<file path="src/rtl/decode_pkg.sv">
// decode_pkg: shared front-end types and defaults for the instruction queue
// and the decode stage that consumes it.
package decode_pkg;

    // Default machine word width for PC and instruction words.
    localparam int XLEN = 32;

    // Default number of instruction queue entries.
    localparam int DEFAULT_DEPTH = 4;

    // One queued fetch packet, as stored in the queue RAM (pc in the upper half).
    typedef struct packed {
        logic [XLEN-1:0] pc;
        logic [XLEN-1:0] instruction;
    } iq_entry_t;

    // Pointer width for a queue of the given depth (at least one bit).
    function automatic int ptr_w(input int depth);
        return (depth > 1) ? $clog2(depth) : 1;
    endfunction

endpackage

</file>
<file path="src/rtl/inst_queue_ram.sv">
// inst_queue_ram: entry storage for the instruction queue. One write port and
// one asynchronous read port; contents are not reset.
module inst_queue_ram #(
    parameter int DEPTH = 4,
    parameter int WIDTH = 64,
    parameter int AW    = 2
) (
    input  logic             clk,
    input  logic             we,
    input  logic [AW-1:0]    waddr,
    input  logic [WIDTH-1:0] wdata,
    input  logic [AW-1:0]    raddr,
    output logic [WIDTH-1:0] rdata
);

    logic [WIDTH-1:0] mem [DEPTH];

    // Write the tail entry on a push.
    always_ff @(posedge clk) begin
        if (we) begin
            mem[waddr] <= wdata;
        end
    end

    assign rdata = mem[raddr];

endmodule

</file>
<file path="src/rtl/inst_queue.sv">
// inst_queue: fetch-to-decode instruction FIFO holding {pc, instruction}.
// Optional feature: define INST_QUEUE_BYPASS_EN to let an instruction arriving
// at an empty queue appear on the output in the same cycle (and skip storage
// when decode takes it immediately). Without it the queue has no
// input-to-output combinational path.
module inst_queue #(
    parameter int DEPTH = decode_pkg::DEFAULT_DEPTH,
    parameter int XLEN  = decode_pkg::XLEN
) (
    input  logic                   clk,
    input  logic                   rst,
    input  logic                   flush,
    input  logic                   in_valid,
    output logic                   in_ready,
    input  logic [XLEN-1:0]        in_pc,
    input  logic [XLEN-1:0]        in_instruction,
    output logic                   out_valid,
    input  logic                   out_ready,
    output logic [XLEN-1:0]        out_pc,
    output logic [XLEN-1:0]        out_instruction,
    output logic [$clog2(DEPTH):0] count
);
    import decode_pkg::*;

    localparam int AW = ptr_w(DEPTH);
    localparam int CW = $clog2(DEPTH) + 1;
    localparam logic [CW-1:0] FULL = CW'(DEPTH);

    logic [AW-1:0]     head;
    logic [AW-1:0]     tail;
    logic [CW-1:0]     occ;
    logic [2*XLEN-1:0] rd_data;
    logic [XLEN-1:0]   head_pc;
    logic [XLEN-1:0]   head_ins;
    logic              empty;
    logic              bypass_vld;
    logic              bypass_take;
    logic              push;
    logic              pop;

    assign empty    = (occ == '0);
    assign in_ready = (occ < FULL);
    assign count    = occ;
    assign {head_pc, head_ins} = rd_data;

`ifdef INST_QUEUE_BYPASS_EN
    assign bypass_vld = empty && in_valid;
`else
    assign bypass_vld = 1'b0;
`endif

    // A bypassed instruction taken by decode this cycle never enters storage.
    assign bypass_take = bypass_vld && out_ready && !flush;
    assign push        = in_valid && in_ready && !flush && !bypass_take;
    assign pop         = !empty && out_ready && !flush;

    // Head presentation: stored head first, bypassed input when empty, else zeros.
    always_comb begin
        out_valid       = 1'b0;
        out_pc          = '0;
        out_instruction = '0;
        if (!empty) begin
            out_valid       = 1'b1;
            out_pc          = head_pc;
            out_instruction = head_ins;
        end else if (bypass_vld) begin
            out_valid       = 1'b1;
            out_pc          = in_pc;
            out_instruction = in_instruction;
        end
    end

    // Pointer and occupancy update; reset beats flush, flush beats handshakes.
    always_ff @(posedge clk) begin
        if (rst || flush) begin
            head <= '0;
            tail <= '0;
            occ  <= '0;
        end else begin
            if (push) begin
                tail <= tail + AW'(1);
            end
            if (pop) begin
                head <= head + AW'(1);
            end
            occ <= occ + CW'(push) - CW'(pop);
        end
    end

    inst_queue_ram #(
        .DEPTH (DEPTH),
        .WIDTH (2*XLEN),
        .AW    (AW)
    ) u_ram (
        .clk   (clk),
        .we    (push),
        .waddr (tail),
        .wdata ({in_pc, in_instruction}),
        .raddr (head),
        .rdata (rd_data)
    );

endmodule

</file>
<file path="config.mk">
export PLATFORM = sky130hd
export DESIGN_NAME = inst_queue
export DESIGN_NICKNAME = d
export VERILOG_FILES = /design/src/rtl/decode_pkg.sv /design/src/rtl/inst_queue_ram.sv /design/src/rtl/inst_queue.sv
export SDC_FILE = /design/constraint.sdc
export NUM_CORES = 1
export LEC_CHECK = 0
export CAP_MARGIN = 0
export CORE_MARGIN = 3
export CORE_UTILIZATION = 49
export CTS_CLUSTER_SIZE = 30
export DETAILED_ROUTE_END_ITERATION = 10
export PLACE_DENSITY = 0.84
export SLEW_MARGIN = 20
export SYNTH_ARGS = -nofsm -noshare
export SYNTH_HDL_FRONTEND = slang
export SYNTH_SLANG_ARGS = --single-unit
</file>
<file path="constraint.sdc">
create_clock -name clk -period 3.01 [get_ports clk]
set_input_delay 0.602 -clock clk [delete_from_list [all_inputs] [get_ports clk]]
set_output_delay 0.602 -clock clk [all_outputs]
set_load 0.02 [all_outputs]
</file>
Word-level counts from Yosys, hierarchy flattened
Memory sizes are Yosys's and may differ from the RTL's. A register that Yosys moved wholly into a read port is not among the register bits.
Index checks and enable logic that the tools add are counted.
{"block": "word_totals", "output_inout_bits": 69, "register_bits": 7, "mem_count": 1, "in_bits": 69, "ramBits": 256, "word_cells": 24}
{"name": "u_ram.mem", "depth": 4, "width": 64, "read_ports": 1, "rd_ports_with_merged_regs": 1, "wr": 1, "line": "inst_queue_ram.sv:16", "rtl": "logic [WIDTH-1:0] mem [DEPTH];"}
{"block": "classes", "n_addsub": 4, "n_reduce_logical": 8, "n_lt_le_gt_ge": 1, "mux": 7}
{"op": "32-bit two-way mux", "n": 2}
{"op": "2-bit by 1-bit adder with 2-bit output, second input constant", "n": 2}
{"op": "1-bit logical AND", "n": 4}
{"op": "2-bit two-way mux", "n": 2}
{"op": "3-bit by 1-bit adder with 3-bit output", "n": 1}
{"op": "3-bit zero test", "n": 1}
{"op": "3-bit less-than comparator, second input constant", "n": 1}
{"op": "1-bit two-way mux", "n": 3}
{"op": "3-bit by 1-bit subtractor with 3-bit output", "n": 1}
{"op": "1-bit zero test", "n": 2}
{"op": "1-bit logical OR", "n": 1}

Logic depth before layout (Yosys ltp)
{"block": "logic_depth", "depth_word": 6, "ltp_mapped": 9, "ltp_nobuf": 9}

Modules after synthesis
A second synthesis with hierarchy kept.
{"block": "hier_totals", "hier_cells": 448, "area_unflattened_um2": 10157.2}
{"mod": "inst_queue_ram", "n_inst": 1, "seq_area_each_um2": 7687.4, "area_each_um2": 9341.5, "cells_per_inst": 338}
{"mod": "inst_queue", "n_inst": 1, "seq_area_each_um2": 140.1, "area_each_um2": 815.8, "cells_per_inst": 110}

Worst setup path after synthesis
OpenSTA, ideal clock, no wires.
{"block": "synth_path", "kind": "input to register", "start": "input port flush", "end": "memory u_ram.mem[1][0] (enable)", "t_arrival_ns": 2.497, "required_time_ns": 2.581, "cell_stages": 2, "slack_ns": 0.084, "path_buffers": 0, "setup_ns": 0.429, "cell_sequence": "nor3b_2 and2_1"}
{"block": "synth_between", "elab_chain_cells": 4}
{"element": "start: declaration", "line": "inst_queue.sv:12", "rtl": "input logic flush,"}
{"element": "1-bit zero test", "line": "inst_queue.sv:54", "rtl": "assign push = in_valid && in_ready && !flush && !bypass_take;"}
{"element": "1-bit logical AND", "line": "inst_queue.sv:54"}
{"element": "1-bit two-way mux", "line": "inst_queue_ram.sv:20", "rtl": "if (we) begin"}
{"element": "1-bit two-way mux (implied by the code)", "line": "inst_queue_ram.sv:21", "rtl": "mem[waddr] <= wdata;"}
{"element": "end: declaration", "line": "inst_queue_ram.sv:16"}
No other way between the ends.

==> results.sh <==
export IMPL_status="completed"
export IMPL_syn_cell_area_mm2=0.01020
export IMPL_synthesis_yosys_warnings=0
export IMPL_yosys_most_used_dff="edfxtp_1"
export IMPL_clk_transition_reported_paths_ns=0.06
export IMPL_synth_compound_area_share_pct=0.1594
export IMPL_synth_seq_cells=265
export IMPL_drc_errors=0
export IMPL_cts_tree="yes"
export IMPL_io_buffers=137
export IMPL_synthArstFlopShare_pct=0
export IMPL_start_kind="flip-flop"
export IMPL_clkPwrFrac_pct=38.5
export IMPL_grt_max_degree=66
export IMPL_drive_above_1_share_pct=18.25
export IMPL_synth_top_area_share_pct=75.33
export IMPL_initialDrtViolationCount=298
export IMPL_gp_congestion=0.7267
export IMPL_final_cells=900
export IMPL_syn2layout_area_growth_pct=24.13
export IMPL_crit_path_top_delay_cell="mux4_2"
export IMPL_power_leakage_nw=4.349
export IMPL_ioPinCount=138
export IMPL_clkLatencyLatePin_ns=0.51
export IMPL_synth_xor_area_share_pct=0.4291
export IMPL_antennaDiodeCount=0
export IMPL_rsz0062_at_grt="no"
export IMPL_syn_nets=531
export IMPL_grt_busiest_layer="met2"
export IMPL_synth_common_cells="edfxtp_1 (256), and2_1 (68), mux4_2 (60)"
export IMPL_die_area_mm2=0.02259
export IMPL_coreArea_mm2=0.02036
export IMPL_ys_seq_area_share_pct=77.10
export IMPL_maxCapViolCount=0
export IMPL_synth_area_leaders="edfxtp_1 (75%), mux4_2 (13%), and2_1 (4.2%)"
export IMPL_cts_buffer_depth=3
export IMPL_finalSetupTns_ns=0
export IMPL_initial_core_util_pct=50.11
export IMPL_cts_sinks=265
export IMPL_end_kind="output port"
export IMPL_synthAdderAreaFrac_pct=0.9318
export IMPL_dp_cells=854
export IMPL_fin_nets=690
export IMPL_synth_area_leader_cell="edfxtp_1"
export IMPL_antenna_left=0
export IMPL_row_count=52
export IMPL_htreeDepth=1
export IMPL_antenna_found_initial=0
export IMPL_cts_made_buffers=26
export IMPL_combinationalPowerShare_pct=5.8
export IMPL_dp_hpwl_um=10870
export IMPL_final_min_clock_period_ns=2.868
export IMPL_drv_slew=0
export IMPL_drt_wl_total_um=18280
export IMPL_cp_max_fo=16
export IMPL_vias=4803
export IMPL_synth_area_mux_share_pct=14.37
export IMPL_syn_area_per_cell_um2=22.43
export IMPL_grtUsageTotal_pct=16.53
export IMPL_wl_per_cell_um=20.31
export IMPL_synth_edf_count=256
export IMPL_ys_types=22
export IMPL_worstPathRequired_ns=2.41
export IMPL_clockRootBuffer="clkbuf_16"
export IMPL_gr_total_overflow=0
export IMPL_synth_simple_area_share_pct=4.745
export IMPL_swShare_pct=19.50
export IMPL_fin_skew_ns=0.007641
export IMPL_setup_viol=0
export IMPL_filler_cell_count=1408
export IMPL_die_h_um=150.3
export IMPL_regArea_mm2=0.007875
export IMPL_p_per_area_mw_per_mm2=583.9
export IMPL_grt_pass1_wl_um=28740
export IMPL_die_w_um=150.3
export IMPL_p_int_w=0.005954
export IMPL_met1_usage_pct=21.55
export IMPL_finalCritPeriodShare_pct=95.27
export IMPL_use_met3_pct=3.492
export IMPL_critPathKind="reg2out"
export IMPL_drtPass1Iterations=4
export IMPL_peakVddDrop_v=0.0004860
export IMPL_grt_pass1_vias=5281
export IMPL_synth_cells=455
export IMPL_hold_viol_final=0
export IMPL_viasPerCell=5.337
export IMPL_grtUsageMet2_pct=28.66
export IMPL_whs_ns=0.5411
export IMPL_path_cells="bufbuf_16 > mux4_2 > and2_1 > dlygate4sd2_1"
export IMPL_synth_top_family_by_area="multiplexers"
export IMPL_seq_power_share_pct=55.7
export IMPL_yosysMostFrequentCell="edfxtp_1"
export IMPL_critPathArrivalTime_ns=2.27
export IMPL_slew_headroom_pct=65.46
export IMPL_fmax_mhz=348.7
export IMPL_hold_buffers=0
export IMPL_hold_class="reg2reg"
export IMPL_cpPeakStageDelay_ns=0.51
export IMPL_worst_slew_pin_slew_ns=0.5181
export IMPL_switchingPower_w=0.001442
export IMPL_multi_input_area_mm2=0.002117
## power groups by stage
stage	Combinational (W)	Sequential, W	Clock (W)
after global placement	0.000446	0.00419	0
after CTS	0.000437	0.00412	0.00292
final	0.000429	0.00412	0.00285
after global routing	0.000464	0.00412	0.00308
after detailed placement	0.000460	0.00420	0
after floorplan	0.000205	0.00420	0
## what timing repair did
item                                    in CTS  in global routing
gates cloned                                 1                  0
setup buffers                                1                  0
endpoints found under the setup margin      64                  1
resized for setup                           67                  1
## layout by cell type (no fill, tap or decap)
cell type,netlist,routed
mux4_1,4,4
dlymetal6s2s_1,0,1
edfxtp_1,256,256
o31ai_1,1,1
clkbuf_16,0,27
clkbuf_1,7,9
and2_1,68,64
or2_2,1,1
inv_8,0,1
o311ai_0,1,1
and2_4,0,4
or3_2,0,1
buf_16,0,2
buf_4,0,6
clkinv_1,0,5
mux2i_1,1,1
dfxtp_1,9,7
xnor2_1,3,3
fa_1,1,1
xor2_1,2,2
inv_1,9,9
buf_8,0,1
nor2_1,9,9
dlygate4sd2_1,0,63
buf_6,1,1
clkdlybuf4s50_1,0,73
dfxtp_4,0,2
buf_12,6,5
mux4_2,60,60
nor3b_2,1,1
ha_1,6,6
clkinv_2,0,2
bufbuf_16,0,1
## flip-flops by register name, indices dropped and copies added, names as in the netlist, named ones only
signal     cells
u_ram.mem    256
tail           2
count          3
head           2
## stage by stage
stage,instance area (µm²),util (%),total power [W],setup slack (ns)
floorplan,10200,-,0.004403,0.08433
global placement,11930,58.57,0.004637,0.3437
detailed placement,11930,58.57,0.004656,0.1684
CTS,12660,62.19,0.007475,0.006736
global route,12670,62.20,0.007669,0.05739
finish,12670,62.20,0.007397,0.1424
## layout make-up
| class | count | area share [%] |
|---|---|---|
| clock buffers | 36 | 5.601 |
| clock inverters | 8 | 0.3161 |
| inverters | 9 | 0.2667 |
| multi-input cells | 159 | 16.71 |
| flip-flops and latches | 265 | 62.17 |
| well taps | 270 | 2.667 |
| repair buffers | 153 | 12.27 |
## final timing paths
| check | startpoint | endpoint | slack [ns] | cells after the start |
|---|---|---|---|---|
| worst max-delay path | flip-flop | out_instruction[23] | 0.14 | 4 |
| worst min-delay path | head[0] | head[0] | 0.54 | 2 |
| worst max register to register | count[2] | count[2] | 0.68 | 9 |
| worst min register to register | head[0] | head[0] | 0.54 | 2 |
## layer usage
metal | share of wire, % | vias up
met4 | 1.8 | 0
met1 | 40 | 2477
met5 | 0 | -
li1 | - | 2147
met3 | 6.5 | 30
met2 | 52 | 149
## critical path: cells and delay by family, from the launching register on
kind,cells,cell delay (ns)
flip-flops,1,0.40
multiplexers,1,0.51
buffers and inverters,2,0.67
AND/OR/NAND/NOR,1,0.18
## kinds of logic after synthesis
| family | Yosys count |
|---|---|
| buffers and inverters | 31 |
| multiplexers | 65 |
| adder cells (fa/ha/maj) | 7 |
| flip-flops | 265 |
| AND/OR/NAND/NOR | 80 |
| XOR/XNOR | 5 |
| AO/OA/AOI/OAI | 2 |
No activity file was read; power rests on OpenSTA's default activity.
